<file path="config.mk">
export PLATFORM = sky130hd
export DESIGN_NAME = fetch_unit
export DESIGN_NICKNAME = d
export VERILOG_FILES = /design/src/rtl/rv_pkg.sv /design/src/rtl/fetch_unit.sv
export SDC_FILE = /design/constraint.sdc
export NUM_CORES = 1
export LEC_CHECK = 0
export CAP_MARGIN = 15
export CORE_MARGIN = 1
export CORE_UTILIZATION = 33
export CTS_CLUSTER_DIAMETER = 60
export DETAILED_ROUTE_END_ITERATION = 12
export PLACE_DENSITY_LB_ADDON = 0.15
export SLEW_MARGIN = 0
export SYNTH_ARGS = -nofsm -noshare
export SYNTH_HDL_FRONTEND = slang
export SYNTH_SLANG_ARGS = --single-unit
</file>
<file path="constraint.sdc">
create_clock -name clk -period 2.8 [get_ports clk]
set_clock_uncertainty 0.15 [all_clocks]
set_input_delay 0.56 -clock clk [delete_from_list [all_inputs] [get_ports clk]]
set_output_delay 0.56 -clock clk [all_outputs]
set_load 0.05 [all_outputs]
</file>
<file path="src/rtl/rv_pkg.sv">
// Shared RV32 front-end constants and the fetch FSM state type.
package rv_pkg;

    localparam int          XLEN             = 32;
    localparam logic [31:0] NOP_INSTR        = 32'h0000_0013;
    localparam logic [31:0] DEFAULT_RESET_PC = 32'h0000_0000;

    typedef enum logic {
        ST_BOOT = 1'b0,
        ST_RUN  = 1'b1
    } fetch_state_e;

endpackage

</file>
<file path="src/rtl/fetch_unit.sv">
// Instruction fetch stage: PC register, IF/ID pipeline register and fetch counter.
// Memory is combinational, so the instruction at imem_addr is captured on the same edge.
module fetch_unit
    import rv_pkg::*;
#(
    parameter logic [XLEN-1:0] RESET_PC = DEFAULT_RESET_PC
) (
    input  logic            clk,
    input  logic            rst_n,
    input  logic            stall,
    input  logic            flush,
    input  logic            redirect_valid,
    input  logic [XLEN-1:0] redirect_pc,
    output logic [XLEN-1:0] imem_addr,
    input  logic [XLEN-1:0] imem_instr,
    output logic [XLEN-1:0] if_id_pc,
    output logic [XLEN-1:0] if_id_instr,
    output logic            if_id_valid,
    output logic            misalign_err,
    output logic [XLEN-1:0] fetch_count
);

    fetch_state_e    state_reg, state_next;
    logic [XLEN-1:0] pc_reg, pc_next;
    logic [XLEN-1:0] if_pc_reg, if_pc_next;
    logic [XLEN-1:0] if_instr_reg, if_instr_next;
    logic            if_valid_reg, if_valid_next;
    logic            misalign_reg, misalign_next;
    logic [XLEN-1:0] count_reg, count_next;

    always_ff @(posedge clk or negedge rst_n) begin
        if (!rst_n) begin
            state_reg <= ST_BOOT;
        end else begin
            state_reg <= state_next;
        end
    end

    // BOOT holds everything for one cycle; in RUN redirect beats stall beats flush.
    always_comb begin
        state_next    = state_reg;
        pc_next       = pc_reg;
        if_pc_next    = if_pc_reg;
        if_instr_next = if_instr_reg;
        if_valid_next = if_valid_reg;
        misalign_next = 1'b0;
        count_next    = count_reg;
        case (state_reg)
            ST_BOOT: begin
                state_next = ST_RUN;
            end
            ST_RUN: begin
                if (redirect_valid) begin
                    pc_next       = {redirect_pc[XLEN-1:2], 2'b00};
                    if_pc_next    = pc_reg;
                    if_instr_next = NOP_INSTR;
                    if_valid_next = 1'b0;
                    misalign_next = (redirect_pc[1:0] != 2'b00);
                end else if (stall) begin
                    pc_next = pc_reg;
                end else if (flush) begin
                    pc_next       = pc_reg + 32'd4;
                    if_pc_next    = pc_reg;
                    if_instr_next = NOP_INSTR;
                    if_valid_next = 1'b0;
                end else begin
                    pc_next       = pc_reg + 32'd4;
                    if_pc_next    = pc_reg;
                    if_instr_next = imem_instr;
                    if_valid_next = 1'b1;
                    count_next    = count_reg + 32'd1;
                end
            end
            default: begin
                state_next = ST_BOOT;
            end
        endcase
    end

    always_ff @(posedge clk or negedge rst_n) begin
        if (!rst_n) begin
            pc_reg       <= RESET_PC;
            if_pc_reg    <= '0;
            if_instr_reg <= NOP_INSTR;
            if_valid_reg <= 1'b0;
            misalign_reg <= 1'b0;
            count_reg    <= '0;
        end else begin
            pc_reg       <= pc_next;
            if_pc_reg    <= if_pc_next;
            if_instr_reg <= if_instr_next;
            if_valid_reg <= if_valid_next;
            misalign_reg <= misalign_next;
            count_reg    <= count_next;
        end
    end

    assign imem_addr    = pc_reg;
    assign if_id_pc     = if_pc_reg;
    assign if_id_instr  = if_instr_reg;
    assign if_id_valid  = if_valid_reg;
    assign misalign_err = misalign_reg;
    assign fetch_count  = count_reg;

endmodule

</file>
# Word-level counts from Yosys, hierarchy flattened
# Index checks and enable logic that the tools add are counted.
[op_classes]
addsub = 2
multipliers = 0
div = 0
magnitude_cmp = 0
n_eq_ne = 1
shifts = 0
muxes = 12
n_bitwise = 3
n_reduce_logical = 3
[op_table]
columns = ["op", "n"]
rows = [
  ["$mux 32", 7],
  ["$add 32x1->32 const B", 1],
  ["$add 32x3->32 const B", 1],
  ["$mux 1", 5],
  ["$reduce_and 4->1", 1],
  ["$not 1->1", 3],
  ["$ne 2x1->1 const B", 1],
  ["$reduce_and 2->1", 1],
  ["$reduce_bool 2->1", 1],
]
[word_totals]
regBits = 131
latchBits = 0
ramBits = 0
rom_bits = 0
inputBits = 69
out_inout_bits = 130
elab_cells = 28
memories = 0

# Depth between registers and ports, before layout
# Gate-level depths: netlist (run 1).
[logic_depth]
depth_word = 3
mapped_depth = 7

# Worst setup path before layout (run 1)
# OpenSTA, ideal clock, no wires.
[synth_timing]
kind = "register to register"
from = "register pc_reg[7] (netlist: imem_addr[7])"
to = "register pc_reg[24] (netlist: imem_addr[24])"
setup_ns = 0.099
t_arrival_ns = 2.193
required_time_ns = 2.551
path_slack_ns = 0.357
stages_incl_launch_ff = 8
path_cell_list = "dfrtp_1 buf_2 nand4_2 or4_1 clkbuf_1 nor3_2 nor3_1 a311oi_1"
[synth_between]
elab_chain_len = 3
[synth_rtl]
columns = ["item", "line", "source"]
rows = [
  ["from (decl)", "fetch_unit.sv:24", "logic [XLEN-1:0] pc_reg, pc_next;"],
  ["from (signal assigned)", "fetch_unit.sv:89", "pc_reg <= pc_next;"],
  ["$add 32x3->32", "fetch_unit.sv:62, fetch_unit.sv:67", ""],
  ["$mux 32", "fetch_unit.sv:59", "end else if (stall) begin"],
  ["$mux 32", "fetch_unit.sv:53", "if (redirect_valid) begin"],
]
# No other way between the ends. The select of a mux whose other input is x is not followed.
# A chain may end at the register's enable or synchronous reset.

# Final worst setup path (run 1)
[layout_timing]
from = "register pc_reg[7] (netlist: imem_addr[7])"
to = "output port imem_addr[7]"
[layout_rtl]
columns = ["item", "line", "source"]
rows = [
  ["to (decl)", "fetch_unit.sv:14", "output logic [XLEN-1:0] imem_addr,"],
]
# No word-level cell between the ends.

==> impl_summary.log, run 1 <==
[metrics] GRT Overall Usage: 19.95%
[metrics] Post-DP HPWL: between 10 and 15 mm
[metrics] routability congestion estimate from global placement: 0.7859
[metrics] Max Root-Sink Buffers: 2
[metrics] aggregate routed wire length: 17.31 mm
[metrics] Starting Density: 33.75%
[metrics] Post-synth EDFFs: 0
[metrics] share of final-layout standard cells stronger than drive strength 1: 9.402%
[metrics] row count: 48
[metrics] number of top-level pins: approximately 200
[metrics] cell taking the most area after synthesis: sky130_fd_sc_hd__dfrtp_1
[metrics] area added between synthesis and finish: 51.32%
[metrics] Critical Path RT: 2.09 ns
[metrics] number of global-route vias before repair: 5,292
[metrics] chain of cells forming the critical path: clkdlybuf4s50_1
[metrics] number of pins exceeding their max-slew limit in the final report: 0
[metrics] number of register bits inferred by synthesis: around 130
[metrics] Finish-stage setup viols: 0
[metrics] final net count: 877
[metrics] final hold violation count: 0
[metrics] Clock H-tree levels: 4
[metrics] maximum cell stage delay along the critical path: 0.87 ns
[metrics] sum of negative setup slack: 0 ns
[metrics] count of port buffers added during placement: 194
[metrics] clock root buffer master: sky130_fd_sc_hd__clkbuf_16
[metrics] kind of critical path: reg -> out
[metrics] switching share of power: 34.00%
[metrics] Tcrit/Tclk final: between 90% and 100%
[metrics] number of buffers inserted to repair setup after CTS: 0
[metrics] sequential share of the synthesized area: 54.51%
[metrics] Static Leakage: 3.844 nW
[metrics] startpoint class of the critical path: flip-flop
[metrics] final hold slack: 0.3243 ns
[metrics] pin count of the biggest net entering global routing: 63
[metrics] number of buffers inserted during clock tree synthesis: 17
[metrics] first-pass detailed-route iteration total: 5
[metrics] switching power of the nets: 2.175 mW
[metrics] area of the die: approximately 18,000 um^2
[metrics] Non-Filler Instances: 1,045
[metrics] antenna violations before repair: 0
[metrics] P_int: 4.221 mW
[metrics] hold buffers post-CTS: 1
[metrics] total clock sinks: 127
[metrics] drt initial violations: 252
[metrics] placed cell count: 1,011
[metrics] share of power burned in combinational logic: roughly a quarter
[metrics] part of the total power dissipated in sequential elements: 35.2%
[metrics] Hold/Removal Path Class: reg -> reg
[metrics] maximum achievable frequency: 0.3947 GHz
[metrics] global routing usage on met1: 25.51%
[metrics] Core Util, Final: 51.06%
[metrics] Filler cells: 1,573
[metrics] Clock Latency Late Sink: 0.42 ns
[metrics] CP max FO: 9
[metrics] dominant cells by area after synthesis: sky130_fd_sc_hd__dfrtp_1 (53%), sky130_fd_sc_hd__nand2_1 (9.2%), sky130_fd_sc_hd__a22o_1 (4.5%), sky130_fd_sc_hd__xnor2_1 (3.3%), sky130_fd_sc_hd__nand4_1 (2.4%)
[metrics] fraction of post-synthesis cell area in the top cell type by area: ~53%
[metrics] GRT Residual Overflow: 0
[metrics] total buffers and inverters traversed by the critical path: 1
[metrics] prevailing post-synth register cell: sky130_fd_sc_hd__dfrtp_1
[metrics] Slowest cell on crit path: sky130_fd_sc_hd__clkdlybuf4s50_1
[metrics] time the final worst path needs with I/O delays and setup: ~2.5 ns
[metrics] Gate Count Post-Synth: 600
[metrics] top cells by count, synth: sky130_fd_sc_hd__nand2_1 (143), sky130_fd_sc_hd__dfrtp_1 (124), sky130_fd_sc_hd__a22o_1 (30), sky130_fd_sc_hd__nor2_1 (28), sky130_fd_sc_hd__a21oi_1 (27)
[metrics] headroom to the max-slew limit: around 61%
[metrics] die width: 135.0 um
[metrics] Ys Warns: 0
[metrics] nature of the critical path endpoint: output pin
[metrics] most numerous cell in the Yosys netlist: sky130_fd_sc_hd__nand2_1
[metrics] global-route wire length before repair: 28.09 mm
[metrics] Avg Vias per Cell: 5.080
[metrics] share of synthesized flip-flops with an asynchronous set or reset: between 90% and 100%
[metrics] clock share of power: 38.3%
[metrics] Floorplan Core Area: 17,300 um^2
[metrics] average instance area after synthesis: 9.728 um^2
[metrics] GR Util met2: about a third
[metrics] measured slew at the worst slew-check pin: 0.5902 ns
[metrics] antenna-violating nets left: 0
[metrics] die height: approximately 130 um
[metrics] run status: completed
[metrics] CTS tree: done
[metrics] worst endpoint data arrival time: 1.82 ns
[metrics] clock input transition at the sequential cells of the worst setup and hold paths: 0.06 ns
[metrics] vias: about 5,300
[metrics] maximum vdd ir drop: about 0.00044 V
[metrics] CP delay by family, top: buffers and inverters
[metrics] busiest grt layer: met2
[metrics] Pwr per Cell Area: 724.2 nW/um^2
[metrics] DRC Markers: 0
[metrics] count of unique library cells instantiated by Yosys: 51
[metrics] number of cells upsized or downsized after cts: 0
[metrics] maxcap violations: 0
[metrics] unrepaired setup endpoints after global routing: false
[metrics] routing usage on met3: between 5 and 6%
[metrics] synthesized area: a little under 6000 um^2
[metrics] average wire per cell in the routed design: 16.56 um
path summary, 6_finish.rpt:
| check | start | end | slack (ns) | cells after the start |
|---|---|---|---|---|
| worst max-delay path | imem_addr[7] | imem_addr[7] | 0.27 | 1 |
| worst min-delay path | if_id_pc[10] | if_id_pc[10] | 0.32 | 2 |
| worst max register to register | imem_addr[3] | imem_addr[18] | 0.34 | 6 |
| worst min register to register | if_id_pc[10] | if_id_pc[10] | 0.32 | 2 |
| max in group asynchronous | rst_n | if_id_pc[5] | 1.28 | 3 |
| min in group asynchronous | rst_n | if_id_pc[16] | 0.47 | 2 |
area by class of cell:
class	count	area (um^2)	area share, %
flip-flops and latches	127	3182	36.02
diodes	1	2.502	0.02833
clock inverters	13	211.5	2.394
multi-input cells	431	2497	28.28
repair buffers	222	2188	24.78
well taps	225	281.5	3.187
inverters	7	26.28	0.2975
clock buffers	19	442.9	5.015
per-layer routing:
layer / part of all wire, % / wire, um
met1: 44 / 7599
met2: 48 / 8290
met3: 6.2 / 1069
met4: 2.0 / 347
met5: 0 / 0
through the flow:
stage                     total power, mW  worst slack [ns]  area, um^2
after floorplan                     3.268            0.3574        5848
after global placement              3.960           0.08019        8165
after detailed placement            3.985           0.04364        8165
after CTS                           6.465            0.2450        8830
after global routing                6.676            0.2070        8830
final                               6.396            0.2665        8832
placed cells by master (no fill, tap or decap), types with 4 or more instances in the layout:
| cell type | count |
|---|---|
| sky130_fd_sc_hd__o22a_1 | 4 |
| sky130_fd_sc_hd__xnor2_1 | 22 |
| sky130_fd_sc_hd__nor3_1 | 14 |
| sky130_fd_sc_hd__o22ai_1 | 5 |
| sky130_fd_sc_hd__clkdlybuf4s50_1 | 192 |
| sky130_fd_sc_hd__xor2_1 | 9 |
| sky130_fd_sc_hd__mux2i_1 | 4 |
| sky130_fd_sc_hd__clkbuf_16 | 17 |
| sky130_fd_sc_hd__nand2_1 | 143 |
| sky130_fd_sc_hd__a211oi_1 | 5 |
| sky130_fd_sc_hd__or3_1 | 7 |
| sky130_fd_sc_hd__bufinv_16 | 5 |
| sky130_fd_sc_hd__nand3_1 | 26 |
| sky130_fd_sc_hd__or4_1 | 4 |
| sky130_fd_sc_hd__a21oi_1 | 27 |
| sky130_fd_sc_hd__clkinvlp_4 | 4 |
| sky130_fd_sc_hd__buf_4 | 24 |
| sky130_fd_sc_hd__conb_1 | 5 |
| sky130_fd_sc_hd__nor4_1 | 5 |
| sky130_fd_sc_hd__and3_1 | 8 |
| sky130_fd_sc_hd__dfrtp_1 | 124 |
| sky130_fd_sc_hd__inv_1 | 7 |
| sky130_fd_sc_hd__nor2_1 | 28 |
| sky130_fd_sc_hd__and4_1 | 5 |
| sky130_fd_sc_hd__o21ai_0 | 19 |
| sky130_fd_sc_hd__nand4_1 | 22 |
| sky130_fd_sc_hd__a22o_1 | 30 |
logic make-up (layout without fill, tap and decap cells):
family                   count (synthesis)  count (layout)  share of synthesized area [%]
flip-flops                             127             127                          54.51
multiplexers                             4               4                         0.6860
AND/OR/NAND/NOR                        278             278                          23.15
buffers and inverters                   45             261                          3.280
XOR/XNOR                                31              31                          4.652
AO/OA/AOI/OAI                          111             111                          13.16
other                                    2               6                         0.1287
adder cells (fa/ha/maj)                  2               2                         0.4287
power by group through the flow:
stage	sequential [mW]	clock, mW	combinational, mW
after floorplan	2.91	0	0.354
after global placement	2.27	0	1.69
after detailed placement	2.28	0	1.70
after CTS	2.25	2.50	1.71
after global routing	2.28	2.60	1.80
final	2.25	2.45	1.69
(Power assumes the default switching activity.)
==> run 2, diff against run 1 <==
--- a/config.mk
+++ b/config.mk
@@ -6,11 +6,15 @@
 export NUM_CORES = 1
 export LEC_CHECK = 0
 export CAP_MARGIN = 15
+export CELL_PAD_IN_SITES_DETAIL_PLACEMENT = 0
+export CELL_PAD_IN_SITES_GLOBAL_PLACEMENT = 2
 export CORE_MARGIN = 1
-export CORE_UTILIZATION = 33
+export CORE_UTILIZATION = 27
 export CTS_CLUSTER_DIAMETER = 60
 export DETAILED_ROUTE_END_ITERATION = 12
+export HOLD_SLACK_MARGIN = 0.15
 export PLACE_DENSITY_LB_ADDON = 0.15
+export RECOVER_POWER = 25
 export SLEW_MARGIN = 0
 export SYNTH_ARGS = -nofsm -noshare
 export SYNTH_HDL_FRONTEND = slang
==> run 2 against run 1 <==
Net effect:
- core utilization fell by 9.4 points
- die area rose by 22%
- sequential power hardly changed
- setup slack got worse by 0.011 ns
- final cell count grew 4.5%
- worst hold slack worse by 0.0084 ns
- register-to-register slack improved by 0.16 ns
- critical path type unchanged
- largest power group is now sequential cells
==> impl_summary.log, run 2 (synthesized netlist as in run 1, its figures left out) <==
[metrics] run status: completed
[metrics] Tcrit/Tclk final: 90.86%
[metrics] first-pass detailed-route iteration total: 6
[metrics] total buffers and inverters traversed by the critical path: 1
[metrics] sum of negative setup slack: 0 ns
[metrics] count of port buffers added during placement: ~190
[metrics] instance count along the most critical hold path: 2
[metrics] Avg Vias per Cell: 4.896
[metrics] Max Root-Sink Buffers: 2
[metrics] maxcap violations: 0
[metrics] Critical Path RT: ~2.1 ns
[metrics] Filler cells: approximately 2,100
[metrics] antenna-violating nets left: 0
[metrics] Slowest cell on crit path: sky130_fd_sc_hd__clkdlybuf4s50_1
[metrics] Pwr per Cell Area: 699.8 nW/um^2
[metrics] area of the die: 22,210 um^2
[metrics] CTS tree: done
[metrics] chain of cells forming the critical path: clkdlybuf4s50_1
[metrics] stages on the worst setup path: 1
[metrics] time the final worst path needs with I/O delays and setup: 2.544 ns
[metrics] most frequent cells in the layout: sky130_fd_sc_hd__clkdlybuf4s50_1 (192), sky130_fd_sc_hd__nand2_1 (143), sky130_fd_sc_hd__dfrtp_1 (124)
[metrics] kind of critical path: reg -> out
[metrics] DRC Markers: 0
[metrics] reg2reg setup slack: 0.50 ns
[metrics] die width: roughly 150 um
[metrics] share of final-layout standard cells stronger than drive strength 1: 9.302%
[metrics] number of global-route vias before repair: approximately 5,200
[metrics] footprint of the multi-input gates: 2497 um^2
[metrics] area added between synthesis and finish: 50.44%
[metrics] number of cells upsized or downsized after cts: 0
[metrics] Floorplan Core Area: 21,090 um^2
[metrics] aggregate routed wire length: 18.80 mm
[metrics] pin count of the biggest net entering global routing: 56
[metrics] FF/Latch Area: ~3200 um^2
[metrics] placed cell count: 1,059
[metrics] Post-DP HPWL: 13.19 mm
[metrics] final antenna diode count: 0
[metrics] global-route wire length before repair: 29.68 mm
[metrics] final hold violation count: 0
[metrics] CP delay by family, top: buffers and inverters
[metrics] Worst Reg2Reg Path Length in Cells: 5
[metrics] maximum vdd ir drop: 0.0003930 V
[metrics] endpoint of the worst hold-timing path: if_id_instr[30]
[metrics] clock input transition at the sequential cells of the worst setup and hold paths: ~0.06 ns
[metrics] average wire per cell in the routed design: 17.22 um
[metrics] worst endpoint data arrival time: between 1.5 and 2 ns
[metrics] number of top-level pins: 199
[metrics] die height: 149.0 um
[metrics] total clock sinks: 127
[metrics] vias: between 5,000 and 6,000
[metrics] FF-to-FF Start: imem_addr[8]
[metrics] unrepaired setup endpoints after global routing: false
[metrics] Starting Density: roughly 28%
[metrics] drt initial violations: 220
[metrics] startpoint class of the critical path: flip-flop
[metrics] number of buffers inserted during clock tree synthesis: 17
[metrics] Hold Path Origin: if_id_instr[30]
[metrics] headroom to the max-slew limit: 1.457%
[metrics] number of pins exceeding their max-slew limit in the final report: 0
[metrics] maximum achievable frequency: 0.3931 GHz
[metrics] measured slew at the worst slew-check pin: 1.478 ns
[metrics] GRT Overall Usage: 17.54%
[metrics] clock root buffer master: sky130_fd_sc_hd__clkbuf_16
[metrics] Clock H-tree levels: 4
[metrics] Finish-stage setup viols: 0
[metrics] antenna violations before repair: 1
[metrics] most common cell after layout, fill and taps aside: sky130_fd_sc_hd__clkdlybuf4s50_1
[metrics] Static Leakage: 3.792 nW
[metrics] row count: 53
[metrics] routability congestion estimate from global placement: 0.7850
[metrics] nature of the critical path endpoint: output pin
[metrics] post-route total power: 6.145 mW
[metrics] final net count: approximately 900
[metrics] Non-Filler Instances: 1,092
[metrics] Reg-to-Reg End: imem_addr[18]
[metrics] CP max FO: 10
[metrics] Hold/Removal Path Class: reg -> reg
[metrics] GRT Residual Overflow: 0
[metrics] maximum cell stage delay along the critical path: 0.91 ns
[metrics] Clock Latency Late Sink: 0.42 ns
run 2: cell types whose count changed in the layout (fill, tap and decap cells not counted), sizes merged:
cell	previous run	this run
clkinv	3	2
bufinv	5	1
buf	29	25
inv	8	15
diode	1	0
run 2: worst reg2reg max path: cells and delay by family (launching register included):
kind | cells | cell delay [ns]
AO/OA/AOI/OAI | 1 | 0.26
flip-flops | 1 | 0.49
AND/OR/NAND/NOR | 4 | 1.29
run 2: power breakdown:
group / switching [mW] / internal [mW]
combinational: 1.13 / 0.588
sequential: 0.212 / 2.03
clock: 0.938 / 1.25
total: 2.28 / 3.87
run 2: through the flow:
stage          worst slack, ns  area, um^2  util, %  hold slack [ns]
6_report                0.2558        8781    41.64           0.3159
5_1_grt                 0.1048        8781    41.64           0.3551
4_1_cts                 0.2344        8798    41.72           0.3202
3_5_place_dp          0.003864        8213    38.95           0.3059
3_3_place_gp           0.02638        8213    38.95           0.3006
2_1_floorplan           0.3574        5848        -           0.1144
run 2: worst max-delay path by stage:
stage	from	end
global placement	flush	fetch_count[28]
floorplan	imem_addr[7]	imem_addr[24]
detailed placement	flush	fetch_count[30]
global route	rst_n	if_id_pc[25]
CTS	imem_addr[26]	imem_addr[26]
finish	imem_addr[26]	imem_addr[26]
run 2: timing repair:
action                    CTS  global route
setup buffers               0             0
hold endpoints to repair   53             0
hold buffers                1             0
run 2: metal layers:
| layer | share of wire, % | track usage [%] | wire, um | vias up |
|---|---|---|---|---|
| li1 | - | - | - | 2533 |
| met1 | 45 | 23.88 | 8511 | 2616 |
| met2 | 47 | 27.05 | 8822 | 177 |
| met3 | 6.6 | 4.587 | 1248 | 18 |
| met4 | 1.1 | 5.561 | 208 | 2 |
| met5 | 0.069 | 0 | 13 | - |
run 2: cell type report:
cell class | count | share of cell area (%)
clock buffers | 17 | 4.845
clock inverters | 15 | 1.710
inverters | 7 | 0.2992
multi-input cells | 431 | 28.44
flip-flops and latches | 127 | 36.24
well taps | 275 | 3.918
repair buffers | 220 | 24.55
